===== src/rtl/axis_rd_interface_fc_if.sv =====
// AXI-Stream beat channel from the DMA (MM2S) into the receive FIFO.
interface axis_rd_interface_fc_if #(
  parameter int DATA_WIDTH = 64
);
  logic [DATA_WIDTH-1:0]   tdata;
  logic [DATA_WIDTH/8-1:0] tkeep;
  logic                    tlast;
  logic                    tvalid;
  logic                    tready;

  modport master (output tdata, tkeep, tlast, tvalid, input tready);
  modport slave  (input tdata, tkeep, tlast, tvalid, output tready);
endinterface


===== src/rtl/axis_rd_interface_fc.sv =====
// AXIS receive FIFO with frame-length enforcement and tkeep checking.
// Optional AXIS_RD_STATS_EN adds popped-frame and popped-beat counters.
module axis_rd_interface_fc #(
  parameter int                    DATA_WIDTH = 64,
  parameter int                    FIFO_AW    = 4,
  parameter logic [DATA_WIDTH/8-1:0] KEEP_MASK = 'h03,
  parameter int                    MAX_BEATS  = 16
) (
  input  logic                    core_clk,
  input  logic                    rst,
  axis_rd_interface_fc_if.slave   s_axis,
  output logic [DATA_WIDTH-1:0]   dout,
  output logic                    dout_last,
  output logic                    dout_valid,
  input  logic                    dout_ready,
  output logic                    almost_empty,
  output logic [FIFO_AW:0]        level,
  output logic                    frame_done,
  output logic                    keep_err,
  output logic                    len_err,
  input  logic                    err_clr
`ifdef AXIS_RD_STATS_EN
  ,
  output logic [31:0]             frame_cnt,
  output logic [31:0]             beat_cnt_total
`endif
);
  localparam int DEPTH = 1 << FIFO_AW;
  localparam int CW    = $clog2(MAX_BEATS + 1);

  typedef enum logic {S_IDLE, S_FRAME} state_t;

  logic [DATA_WIDTH:0]  mem [DEPTH];
  logic [FIFO_AW-1:0]   wr_ptr, rd_ptr;
  logic [FIFO_AW:0]     level_next;
  logic [CW-1:0]        beat_cnt;
  state_t               state;
  logic                 push, pop, forced, last_flag, keep_bad;

  assign push      = s_axis.tvalid && s_axis.tready;
  assign pop       = dout_valid && dout_ready;
  assign keep_bad  = s_axis.tkeep != KEEP_MASK;
  assign dout      = mem[rd_ptr][DATA_WIDTH-1:0];
  assign dout_last = dout_valid && mem[rd_ptr][DATA_WIDTH];

  // A frame that hits MAX_BEATS without tlast is closed on that beat.
  always_comb begin
    forced = 1'b0;
    if (push && !s_axis.tlast) begin
      if (state == S_IDLE) forced = (MAX_BEATS == 1);
      else                 forced = (beat_cnt == CW'(MAX_BEATS - 1));
    end
  end
  assign last_flag  = s_axis.tlast || forced;
  assign level_next = level + {{FIFO_AW{1'b0}}, push} - {{FIFO_AW{1'b0}}, pop};

  always_ff @(posedge core_clk) begin
    if (push) mem[wr_ptr] <= {last_flag, s_axis.tdata};
  end

  always_ff @(posedge core_clk) begin
    if (rst) begin
      wr_ptr        <= '0;
      rd_ptr        <= '0;
      level         <= '0;
      s_axis.tready <= 1'b0;
      dout_valid    <= 1'b0;
      almost_empty  <= 1'b1;
      frame_done    <= 1'b0;
    end else begin
      if (push) wr_ptr <= wr_ptr + 1'b1;
      if (pop)  rd_ptr <= rd_ptr + 1'b1;
      level         <= level_next;
      s_axis.tready <= level_next < (FIFO_AW+1)'(DEPTH);
      dout_valid    <= level_next != '0;
      almost_empty  <= level_next <= (FIFO_AW+1)'(1);
      frame_done    <= pop && dout_last;
    end
  end

  always_ff @(posedge core_clk) begin
    if (rst) begin
      state    <= S_IDLE;
      beat_cnt <= '0;
    end else if (push) begin
      if (last_flag) begin
        state    <= S_IDLE;
        beat_cnt <= '0;
      end else begin
        state    <= S_FRAME;
        beat_cnt <= (state == S_IDLE) ? CW'(1) : beat_cnt + CW'(1);
      end
    end
  end

  // Set events take priority over a simultaneous clear.
  always_ff @(posedge core_clk) begin
    if (rst) begin
      keep_err <= 1'b0;
      len_err  <= 1'b0;
    end else begin
      if (push && keep_bad) keep_err <= 1'b1;
      else if (err_clr)     keep_err <= 1'b0;
      if (forced)           len_err  <= 1'b1;
      else if (err_clr)     len_err  <= 1'b0;
    end
  end

`ifdef AXIS_RD_STATS_EN
  always_ff @(posedge core_clk) begin
    if (rst) begin
      frame_cnt      <= '0;
      beat_cnt_total <= '0;
    end else begin
      if (pop && dout_last) frame_cnt <= frame_cnt + 32'd1;
      if (pop)              beat_cnt_total <= beat_cnt_total + 32'd1;
    end
  end
`endif
endmodule


===== src/flat_wrapper.sv =====
// flat-port wrapper written by rule: the top's interface ports become plain ports
module axis_rd_interface_fc_flat 
#(
  parameter int                    DATA_WIDTH = 64,
  parameter int                    FIFO_AW    = 4,
  parameter logic [DATA_WIDTH/8-1:0] KEEP_MASK = 'h03,
  parameter int                    MAX_BEATS  = 16
)
  (core_clk, rst, dout, dout_last, dout_valid, dout_ready, almost_empty, level, frame_done, keep_err, len_err, err_clr, s_axis_tdata, s_axis_tkeep, s_axis_tlast, s_axis_tvalid, s_axis_tready);
  axis_rd_interface_fc_if #(.DATA_WIDTH(DATA_WIDTH)) s_axis_i ();
  input  logic core_clk;
  input  logic rst;
  output logic [DATA_WIDTH-1:0] dout;
  output logic dout_last;
  output logic dout_valid;
  input  logic dout_ready;
  output logic almost_empty;
  output logic [FIFO_AW:0] level;
  output logic frame_done;
  output logic keep_err;
  output logic len_err;
  input  logic err_clr;
  input wire logic [$bits(s_axis_i.tdata)-1:0] s_axis_tdata;
  input wire logic [$bits(s_axis_i.tkeep)-1:0] s_axis_tkeep;
  input wire logic [$bits(s_axis_i.tlast)-1:0] s_axis_tlast;
  input wire logic [$bits(s_axis_i.tvalid)-1:0] s_axis_tvalid;
  output wire logic [$bits(s_axis_i.tready)-1:0] s_axis_tready;
  assign s_axis_i.tdata = s_axis_tdata;
  assign s_axis_i.tkeep = s_axis_tkeep;
  assign s_axis_i.tlast = s_axis_tlast;
  assign s_axis_i.tvalid = s_axis_tvalid;
  assign s_axis_tready = s_axis_i.tready;
  axis_rd_interface_fc #(.DATA_WIDTH(DATA_WIDTH), .FIFO_AW(FIFO_AW), .KEEP_MASK(KEEP_MASK), .MAX_BEATS(MAX_BEATS)) u_core (.core_clk(core_clk), .rst(rst), .s_axis(s_axis_i), .dout(dout), .dout_last(dout_last), .dout_valid(dout_valid), .dout_ready(dout_ready), .almost_empty(almost_empty), .level(level), .frame_done(frame_done), .keep_err(keep_err), .len_err(len_err), .err_clr(err_clr));
endmodule

===== config.mk =====
export PLATFORM = sky130hd
export DESIGN_NAME = axis_rd_interface_fc_flat
export DESIGN_NICKNAME = d
export VERILOG_FILES = /design/src/rtl/axis_rd_interface_fc_if.sv /design/src/rtl/axis_rd_interface_fc.sv /design/src/flat_wrapper.sv
export SDC_FILE = /design/constraint.sdc
export NUM_CORES = 1
export LEC_CHECK = 0
export CAP_MARGIN = 15
export CORE_MARGIN = 1.5
export CORE_UTILIZATION = 55
export DETAILED_ROUTE_END_ITERATION = 10
export PLACE_DENSITY = 0.71
export SYNTH_ARGS = -nofsm -noshare
export SYNTH_HDL_FRONTEND = slang
export SYNTH_SLANG_ARGS = --single-unit

===== constraint.sdc =====
create_clock -name core_clk -period 8.1 [get_ports core_clk]
set_input_delay 1.62 -clock core_clk [delete_from_list [all_inputs] [get_ports core_clk]]
set_output_delay 1.62 -clock core_clk [all_outputs]
set_load 0.01 [all_outputs]

* Word level (Yosys, flattened, before mapping) *
Memories as Yosys holds them, arrays and structs flattened. A register that Yosys moved wholly into a read port is not among the register bits.
Cells that the tools add are included.

cells by class
  reductions and logical operators = 11
  $add $sub $neg = 5
  magnitude comparators = 2
  multiplexer cells = 12
  equal/unequal tests = 2

operators with widths
  kind                                                                               count
  5-bit two-way mux                                                                  2
  4-bit by 1-bit adder with 4-bit output (second input constant)                     2
  1-bit two-way mux                                                                  8
  4-bit two-way mux                                                                  2
  8-bit by 2-bit inequality test with 1-bit output (second input constant)           1
  1-bit logical AND                                                                  6
  5-bit by 1-bit adder with 5-bit output                                             1
  5-bit by 1-bit adder with 5-bit output (second input constant)                     1
  5-bit by 4-bit == test with 1-bit output (second input constant)                   1
  5-bit by 1-bit less-or-equal comparator with 1-bit output (second input constant)  1
  5-bit < comparator (second input constant)                                         1
  5-bit nonzero test                                                                 1
  5-bit by 1-bit subtractor with 5-bit output                                        1
  2-bit nonzero test                                                                 2
  1-bit zero test                                                                    1
  1-bit logical OR                                                                   1

word-level totals
  output and inout port bits = 76
  register bits = 25
  memories = 1
  RAM bits = 1040

memories
  memory      depth  bits a word  read ports  clocked after memory_dff  write ports  line                        text
  u_core.mem  16     65           1           1                         1            axis_rd_interface_fc.sv:33  logic [DATA_WIDTH:0] mem [DEPTH];

* Longest topological paths before layout *
Gate-level depths: netlist (run 1).

  depth after elaboration = 5
  depth in mapped cells = 11

* Worst setup path before layout (run 1) *
No wires, ideal clock.

  path kind = input to register
  start point = input s_axis_tvalid
  end point = memory u_core.mem[0][0] (netlist name) (enable)
  arrival = 6.736 ns
  setup slack = 0.796 ns
  required time = 7.532 ns
  path buffers = 1
  stages on the path = 5
  library setup time = 0.568 ns
  cell sequence = nand2_1 -> inv_1 -> clkbuf_1 -> nand2_1 -> nor3_1

on the way
  longest elaborated chain between the ends = 3

RTL lines
  element                                  line                        text
  start: declaration                       flat_wrapper.sv:26          input wire logic [$bits(s_axis_i.tvalid)-1:0] s_axis_tvalid;
  1-bit logical AND                        axis_rd_interface_fc.sv:40  assign push = s_axis.tvalid && s_axis.tready;
  net u_core.push                          axis_rd_interface_fc.sv:38  logic push, pop, forced, last_flag, keep_bad;
  1-bit two-way mux                        axis_rd_interface_fc.sv:58  if (push) mem[wr_ptr] <= {last_flag, s_axis.tdata};
  1-bit two-way mux (implied by the code)  axis_rd_interface_fc.sv:58
  end: declaration                         axis_rd_interface_fc.sv:33

The timed path passes the listed nets, and every way through them passes these cells.

==> flow_summary_export.csv, run 1 <==
group,metric,value,unit
status,outcome,"finished with violations",
status,failed_checks,"slew limit",
synth,yosys_warnings,0,
sta,rsz0062_at_grt,"no",
placement,globalplace.congestion,0.739,
placement,placement.io_buffers,153,
die,ios,154,
placement,dpl.hpwl,40.9,mm
grt,first_global_vias,18720,
synth,synth_cells,1599,
power,p_clk_share,38.4,%
die,rows,99,
route,wirelength,83.8,mm
die,fp.dieArea,75000,sq um
cells_and_area,final_common_cell,"edfxtp_1",
grt,grt_pass1_wl,123,mm
critical_path,cp_common_cell,"mux4_2",
sta,tightest_slew,1650,ps
cells_and_area,nNetsFinal,1907,
synth,yosysUniqueCellTypes,37,
power,powerDensity,275,nW/um^2
cells_and_area,final_cell_mix,"edfxtp_1, mux4_2, clkdlybuf4s50_1, clkbuf_16, buf_4",
synth,syn-cell-area,40400,sq um
power,switching_share,21.9,%
placement,post_dp_cell_area,43100,sq um
critical_path,cp_cell_sequence,"buf_12, mux4_2, mux4_2, clkdlybuf4s50_1",
sta,fin_crit,5550,ps
route,remaining_drc_errors,0,
route,drtPass1Iterations,7,
synth,synth_area_leaders,"edfxtp_1, mux4_2, dfxtp_1",
sta,max_freq,180,MHz
critical_path,cp_max_fo,174,
min_path,hold_path.startpoint,"u_core.rd_ptr[1]$_SDFFE_PP0P_",
critical_path,cp-start-kind,"register",
cts,hold_buffers,0,
cells_and_area,finalNonFillerCells,2860,
power,p_leak,14.1,nW
sta,slew-limit-headroom,-9.68,%
placement,dp_cells,2669,
synth,synth_edf_count,1040,
cts,cts_buffer_depth,3,
route,antenna_left,0,
critical_path,r2r_setup_slack,4950,ps
critical_path,critPathKind,"reg -> out",
sta,clock_skew,24.7,ps
die,die_y,274,microns
sta,holdWs,507,ps
cells_and_area,drive_gt1_share,28.5,%
min_path,holdPathStages,2,
grt,grt_start_max_net_pins,175,
die,die_x,274,microns
job,cap_violations,0,
grt,grt_usage,22.9,%
route,avgRoutedWirePerCell,29.3,microns
cts,ctsResizeCount,0,
cts,worstSkewPairLatency,660,ps
synth,ys_seq_elements,1069,
power,p_comb_share,13.3,%
grt,antenna_found_initial,5,
critical_path,cp-end-kind,"primary output",
power,switching_power,0.00281,W
power,ir_worst_vdd,232,uV
die,initial_utilization,55.4,%
synth,ys_seq_area_share,78.8,%
min_path,min_path_type,"reg -> reg",
sta,hold_viol,0,
power,seqPwrFrac,48.3,%
sta,finalCritPeriodShare,68.5,%
cells_and_area,fillerInstances,4648,
synth,synth_area_leader_cell,"edfxtp_1",
cts,postCtsSetupRepairBufs,0,
cts,cts_tree,"yes",
die,coreArea,72800,sq um
cts,cts_buffers,104,
critical_path,r2r_end,"u_core.mem[1][17]$_DFFE_PP_",
synth,syn_area_per_cell,25.3,sq um
cts,htreeDepth,3,
synth,ys.flop_type,"edfxtp_1",
route,vias,17932,
sta,worst_slack,2550,ps
critical_path,critical_path.max_stage_delay,590,ps
cts,numClockSinks,1069,
critical_path,worstPathArrival,3930,ps
route,drt_iter0_markers,1946,
route,via_per_inst,6.27,
placement,place_ws,3160,ps
cts,cts.clk_slew.worst_paths,60,ps
synth,syn_nets,1690,
critical_path,r2r_cells,5,
cells_and_area,area_delta_synth_final,15.5,%
critical_path,r2r-start,"u_core.s_axis.tready$_SDFF_PP0_",
synth,async_flop_share,0,%
power,intPower,0.0100,W
sta,setup_viol,0,
critical_path,cp_slowest_cell,"dfxtp_4",
sta,slew_violations,85,
cts,root_buffer,"clkbuf_16",
cells_and_area,stdcell_area,46600,sq um
critical_path,required,6480,ps
sta,tns,0,ps
synth,synth_top_cell_area_share,77.3,%
grt,grt.overflow.total,0,
-- metrics by stage --
| step | util (%) | power [W] |
|---|---|---|
| 3_5_place_dp | 59.2 | 0.00805 |
| 3_3_place_gp | 59.2 | 0.00803 |
| 2_1_floorplan | - | 0.00751 |
| 5_1_grt | 64.0 | 0.0133 |
| 4_1_cts | 64.0 | 0.0130 |
| 6_report | 64.0 | 0.0128 |
-- flip-flops by register name, summed over array words and instances, names as in the netlist, named ones only --
register,count
u_core.level,5
u_core.state,1
u_core.len_err,1
u_core.wr_ptr,4
u_core.frame_done,1
u_core.dout_valid,1
u_core.beat_cnt,5
u_core.s_axis.tready,1
u_core.rd_ptr,4
u_core.almost_empty,1
u_core.mem,1040
u_core.keep_err,1
-- synthesized netlist by cell type (all sizes together) (2+ instances only) --
library cell / n
a21oi: 7
edfxtp: 1040
mux4: 324
inv: 15
ha: 12
xnor2: 4
xor2: 6
nand4: 2
mux2i: 2
dfxtp: 29
buf: 48
a41oi: 2
a22oi: 3
nor4: 2
nand2b: 3
nand2: 14
nor2: 33
nor2b: 3
clkbuf: 30
nor3: 5
-- worst max path at each step --
stage                              from                           end  cells past startpoint  slack (ps)
after global placement    s_axis_tvalid  u_core.mem[12][27]$_DFFE_PP_                      6        3170
after floorplan           s_axis_tvalid    u_core.mem[0][0]$_DFFE_PP_                      5         800
after global routing           register                     dout_last                      4        2590
after CTS                      register                       dout[2]                      3        2710
final                          register                      dout[63]                      4        2550
after detailed placement  s_axis_tvalid  u_core.mem[12][29]$_DFFE_PP_                      6        3160
-- per-layer routing --
metal  GRT usage (%)  part of all wire (%)  vias to the layer above
li1                -                     -                     7365
met1            32.2                    40                     9729
met2            37.7                    51                      718
met3            3.77                   6.9                      112
met4            6.61                   1.9                        8
met5               0                 0.068                        -
-- cells by family (layout without fill, tap and decap cells) --
family                   after synthesis  in the layout  synth area share (%)
XOR/XNOR                              10             10                 0.217
flip-flops                          1069           1069                  78.8
AO/OA/AOI/OAI                         21             21                 0.363
multiplexers                         327            327                  18.2
adder cells (fa/ha/maj)               13             13                 0.421
buffers and inverters                 93            393                  1.34
AND/OR/NAND/NOR                       66             66                 0.722
other                                  0              2                     0
-- critical path: cells and delay by family, from the launching register on --
family	cells	cell delay [ps]
flip-flops	1	590
buffers and inverters	2	1070
multiplexers	2	930
-- power groups by stage --
stage                     registers [W]  logic (W)  clock network [W]
after floorplan                 0.00632    0.00119                  0
final                           0.00621    0.00171            0.00493
after detailed placement        0.00632    0.00173                  0
after CTS                       0.00621    0.00174            0.00501
after global placement          0.00632    0.00171                  0
after global routing            0.00621    0.00183            0.00521
-- final cells by class --
class                      count  area (sq um)  share of cell area, %
antenna                        2          5.00                 0.0107
clock buffer                 115          2670                   5.71
clock inverter                74           833                   1.79
inverter                      15          56.3                  0.121
multi-input combinational    437          8130                   17.4
sequential                  1069         31800                   68.2
tap                          959          1200                   2.57
timing repair buffer         189          1910                   4.11
Power figures use the tool's default switching activity.
==> run 2, diff against run 1 <==
- PLACE_DENSITY: 0.71 -> 0.74
- clock period: 8.1 -> 4.7 ns (I/O delays scaled with it)
==> flow_summary_export.csv, run 2 (synthesis gave the netlist of run 1 again) <==
group,metric,value,unit
cts,root_buffer,"clkbuf_16",
sta,finalCritPeriodShare,91.3,%
cts,cts_buffer_depth,3,
route,wirelength,85.9,mm
grt,grt_pass1_wl,126,mm
cts,ctsResizeCount,0,
critical_path,critPathBufInv,3,
cts,cts_buffers,104,
grt,grt_usage,23.4,%
critical_path,cp_max_fo,35,
cells_and_area,final_cell_mix,"edfxtp_1, mux4_2, clkdlybuf4s50_1, clkbuf_16, buf_4",
critical_path,cp_slowest_cell,"mux4_2",
grt,grt.overflow.total,0,
grt,antenna_found_initial,7,
sta,slew_violations,0,
cts,cts_tree,"yes",
status,outcome,"finished clean",
placement,place_ws,1080,ps
route,via_per_inst,6.28,
critical_path,critical_path.max_stage_delay,570,ps
critical_path,cp-start-kind,"register",
cells_and_area,drive_gt1_share,29.0,%
route,drt_iter0_markers,1990,
die,initial_utilization,55.4,%
die,die_y,274,microns
cts,numClockSinks,1069,
die,fp.dieArea,75000,sq um
grt,first_global_vias,18982,
min_path,hold_path.startpoint,"u_core.rd_ptr[1]$_SDFFE_PP0P_",
cells_and_area,finalNonFillerCells,2887,
placement,dp_cells,2689,
sta,max_freq,233,MHz
cts,hold_buffers,0,
power,switching_share,22.0,%
cells_and_area,nNetsFinal,1927,
cells_and_area,top_regs,"u_core.mem: 1040 flops, u_core.beat_cnt: 5 flops, u_core.level: 5 flops",
cells_and_area,final_common_cell,"edfxtp_1",
cells_and_area,largest_register_ffs,1040,
sta,clock_skew,19.3,ps
min_path,min_path_type,"reg -> reg",
route,antenna_left,0,
critical_path,r2r-start,"u_core.s_axis.tready$_SDFF_PP0_",
power,intPower,0.0173,W
power,p_leak,14.3,nW
die,ios,154,
critical_path,cp-end-kind,"primary output",
cts,cts.clk_slew.worst_paths,60,ps
sta,tightest_slew,950,ps
power,powerDensity,473,nW/um^2
power,p_comb_share,13.6,%
cells_and_area,area_delta_synth_final,16.2,%
grt,grt_start_max_net_pins,70,
die,coreArea,72800,sq um
power,p_clk_share,38.1,%
sta,fin_crit,4290,ps
cts,postCtsSetupRepairBufs,0,
cts,htreeDepth,3,
sta,slew-limit-headroom,36.4,%
placement,globalplace.congestion,0.744,
critical_path,critPathKind,"reg -> out",
critical_path,cp_cell_sequence,"buf_12, buf_12, mux4_2, mux4_2, clkdlybuf4s50_1",
cells_and_area,final_core_util,64.4,%
critical_path,worstPathArrival,3350,ps
cts,worstSkewPairLatency,640,ps
cells_and_area,fillerInstances,4557,
critical_path,cp_top_family,"multiplexers",
sta,setup_viol,0,
power,seqPwrFrac,48.3,%
route,drtPass1Iterations,5,
power,ir_worst_vdd,387,uV
job,cap_violations,0,
route,remaining_drc_errors,0,
die,rows,99,
sta,hold_viol,0,
cells_and_area,top_register,"u_core.mem",
route,avgRoutedWirePerCell,29.8,microns
route,vias,18128,
sta,rsz0062_at_grt,"no",
sta,tns,0,ps
critical_path,required,3760,ps
sta,worst_slack,410,ps
power,switching_power,0.00488,W
sta,holdWs,486,ps
placement,placement.io_buffers,153,
placement,dpl.hpwl,42.2,mm
die,die_x,274,microns
## run 2: cell type report
class / count / area, sq um / share of cell area [%]
clock inverter: 71 / 803 / 1.71
clock buffer: 124 / 2690 / 5.73
antenna: 3 / 7.51 / 0.0160
multi-input combinational: 437 / 8160 / 17.4
tap: 959 / 1200 / 2.56
inverter: 15 / 56.3 / 0.120
sequential: 1069 / 31800 / 67.8
timing repair buffer: 209 / 2190 / 4.67
## run 2: worst min-delay path: cells and delay by family (launching register included)
kind | cells | cell delay (ps)
flops | 1 | 320
simple gates | 1 | 60
compound gates | 1 | 60
## run 2: per-stage QoR
stage	power, W	cell area, sq um
detailed placement	0.0139	43400
global route	0.0229	46900
floorplan	0.0129	40400
global placement	0.0139	43400
finish	0.0222	46900
CTS	0.0224	46900
## run 2: routing by layer
layer / share of wire, % / vias up / routed length, microns / track usage [%]
li1: - / 7400 / - / -
met1: 39 / 9777 / 33600 / 33.1
met2: 51 / 819 / 43600 / 38.2
met3: 8.0 / 124 / 6850 / 4.01
met4: 2.2 / 8 / 1890 / 6.77
met5: 0.066 / - / 57 / 0
## run 2: worst paths after layout
kind,slack (ps),to,depth (start not counted)
setup / recovery,410,dout[28],5
hold / removal,490,register,2
setup reg to reg,2170,u_core.mem[9][50]$_DFFE_PP_,5
hold reg to reg,490,register,2
## run 2: power by group through the flow
stage	registers, W	clock network (W)	logic [W]
floorplan	0.0109	0	0.00205
global placement	0.0109	0	0.00299
detailed placement	0.0109	0	0.00303
CTS	0.0107	0.00859	0.00307
global route	0.0107	0.00894	0.00323
finish	0.0107	0.00846	0.00301
==> run 3, diff against run 2 <==
- REMOVE_ABC_BUFFERS: unset -> 1
==> flow_summary_export.csv, run 3 (synthesis gave the netlist of run 1 again) <==
group,metric,value,unit
sta,max_freq,235,MHz
placement,dpl.hpwl,41.8,mm
grt,first_global_vias,18733,
critical_path,cp_max_fo,39,
route,antenna_left,0,
die,rows,99,
cts,hold_buffers,0,
power,p_total,0.0214,W
sta,setup_viol,0,
route,drt_iter0_markers,1955,
cts,ctsResizeCount,0,
sta,hold_viol,0,
cells_and_area,antenna_cells,0,
cells_and_area,final_common_cell,"edfxtp_1",
cts,numClockSinks,1069,
grt,grt_start_max_net_pins,83,
status,outcome,"finished clean",
cts,cts_buffers,103,
route,avgRoutedWirePerCell,29.8,microns
cells_and_area,top_register,"u_core.mem",
route,wirelength,85.5,mm
critical_path,cp-end-kind,"primary output",
sta,clock_skew,17.2,ps
route,remaining_drc_errors,0,
die,coreArea,72800,sq um
die,fp.dieArea,75000,sq um
critical_path,cp-start-kind,"register",
route,drtPass1Iterations,5,
cells_and_area,drive_gt1_share,27.9,%
cts,postCtsSetupRepairBufs,0,
job,cap_violations,0,
cts,cts_tree,"yes",
sta,slew-limit-headroom,32.1,%
placement,globalplace.congestion,0.736,
grt,grt.overflow.total,0,
cts,htreeDepth,3,
critical_path,worstPathArrival,3320,ps
sta,tightest_slew,1020,ps
critical_path,critPathKind,"reg -> out",
sta,rsz0062_at_grt,"no",
cts,cts.clk_slew.worst_paths,60,ps
critical_path,r2r_setup_slack,2190,ps
cts,worstSkewPairLatency,650,ps
die,ios,154,
sta,fin_crit,4260,ps
route,via_per_inst,6.27,
placement,placement.io_buffers,153,
route,vias,17978,
placement,dp_cells,2684,
cells_and_area,finalNonFillerCells,2869,
power,powerDensity,460,nW/um^2
sta,worst_slack,439,ps
placement,place_ws,1030,ps
critical_path,required,3760,ps
sta,slew_violations,0,
grt,grt_pass1_wl,125,mm
cells_and_area,top_regs,"u_core.mem: 1040 flops, u_core.beat_cnt: 5 flops, u_core.level: 5 flops",
power,ir_worst_vdd,341,uV
power,p_leak,14.1,nW
die,initial_utilization,55.4,%
cells_and_area,nNetsFinal,1921,
min_path,min_path_type,"reg -> reg",
cts,cts_buffer_depth,3,
cells_and_area,final_cell_mix,"edfxtp_1, mux4_2, clkdlybuf4s50_1, clkbuf_16, buf_4",
cells_and_area,area_delta_synth_final,15.3,%
cells_and_area,largest_register_ffs,1040,
die,die_y,274,microns
grt,antenna_found_initial,2,
die,die_x,274,microns
sta,finalCritPeriodShare,90.7,%
cts,root_buffer,"clkbuf_16",
grt,grt_usage,23.3,%
==> run 3: critical path: stages, from the launching register on <==
cell and delay, ps:
dfxtp_4 410, buf_4 600, mux4_2 590, mux4_2 550
clkdlybuf4s50_1 520
==> run 3: layout make-up <==
cell class	instances	area, sq um
multi-input cells	437	8130
repair buffers	204	2150
flip-flops and latches	1069	31800
clock inverters	53	397
fillers	4644	26300
well taps	959	1200
clock buffers	132	2770
inverters	15	56.3
==> run 3: metal layers <==
metal	GRT usage, %	wire [microns]	vias to the layer above	part of all wire [%]
met5	0	26	-	0.030
met4	6.58	1810	4	2.1
met3	3.98	5880	126	6.9
met2	38.4	43800	744	51
met1	32.7	33900	9711	40
li1	-	-	7393	-
==> run 3: where the power goes <==
group          switching, W  internal, W
Clock               0.00334      0.00441
Combinational       0.00133      0.00163
Sequential        0.0000846       0.0106
Total               0.00476       0.0167
==> run 3: metrics by stage <==
stage	cell area, sq um	util, %	hold WS (ps)	setup TNS [ps]
after CTS	46500	63.9	493	0
after floorplan	39900	-	435	-1001390
final	46500	63.9	493	0
after global placement	43400	59.5	457	0
after detailed placement	43400	59.5	485	0
after global routing	46500	63.9	531	0
==> run 3: final timing paths <==
check	from	to	depth (start not counted)
setup reg to reg	u_core.dout_valid$_SDFF_PP0_	u_core.almost_empty$_SDFF_PP1_	11
hold reg to reg	u_core.rd_ptr[1]$_SDFFE_PP0P_	register	2
hold / removal	u_core.rd_ptr[1]$_SDFFE_PP0P_	register	2
setup / recovery	register	dout[43]	4
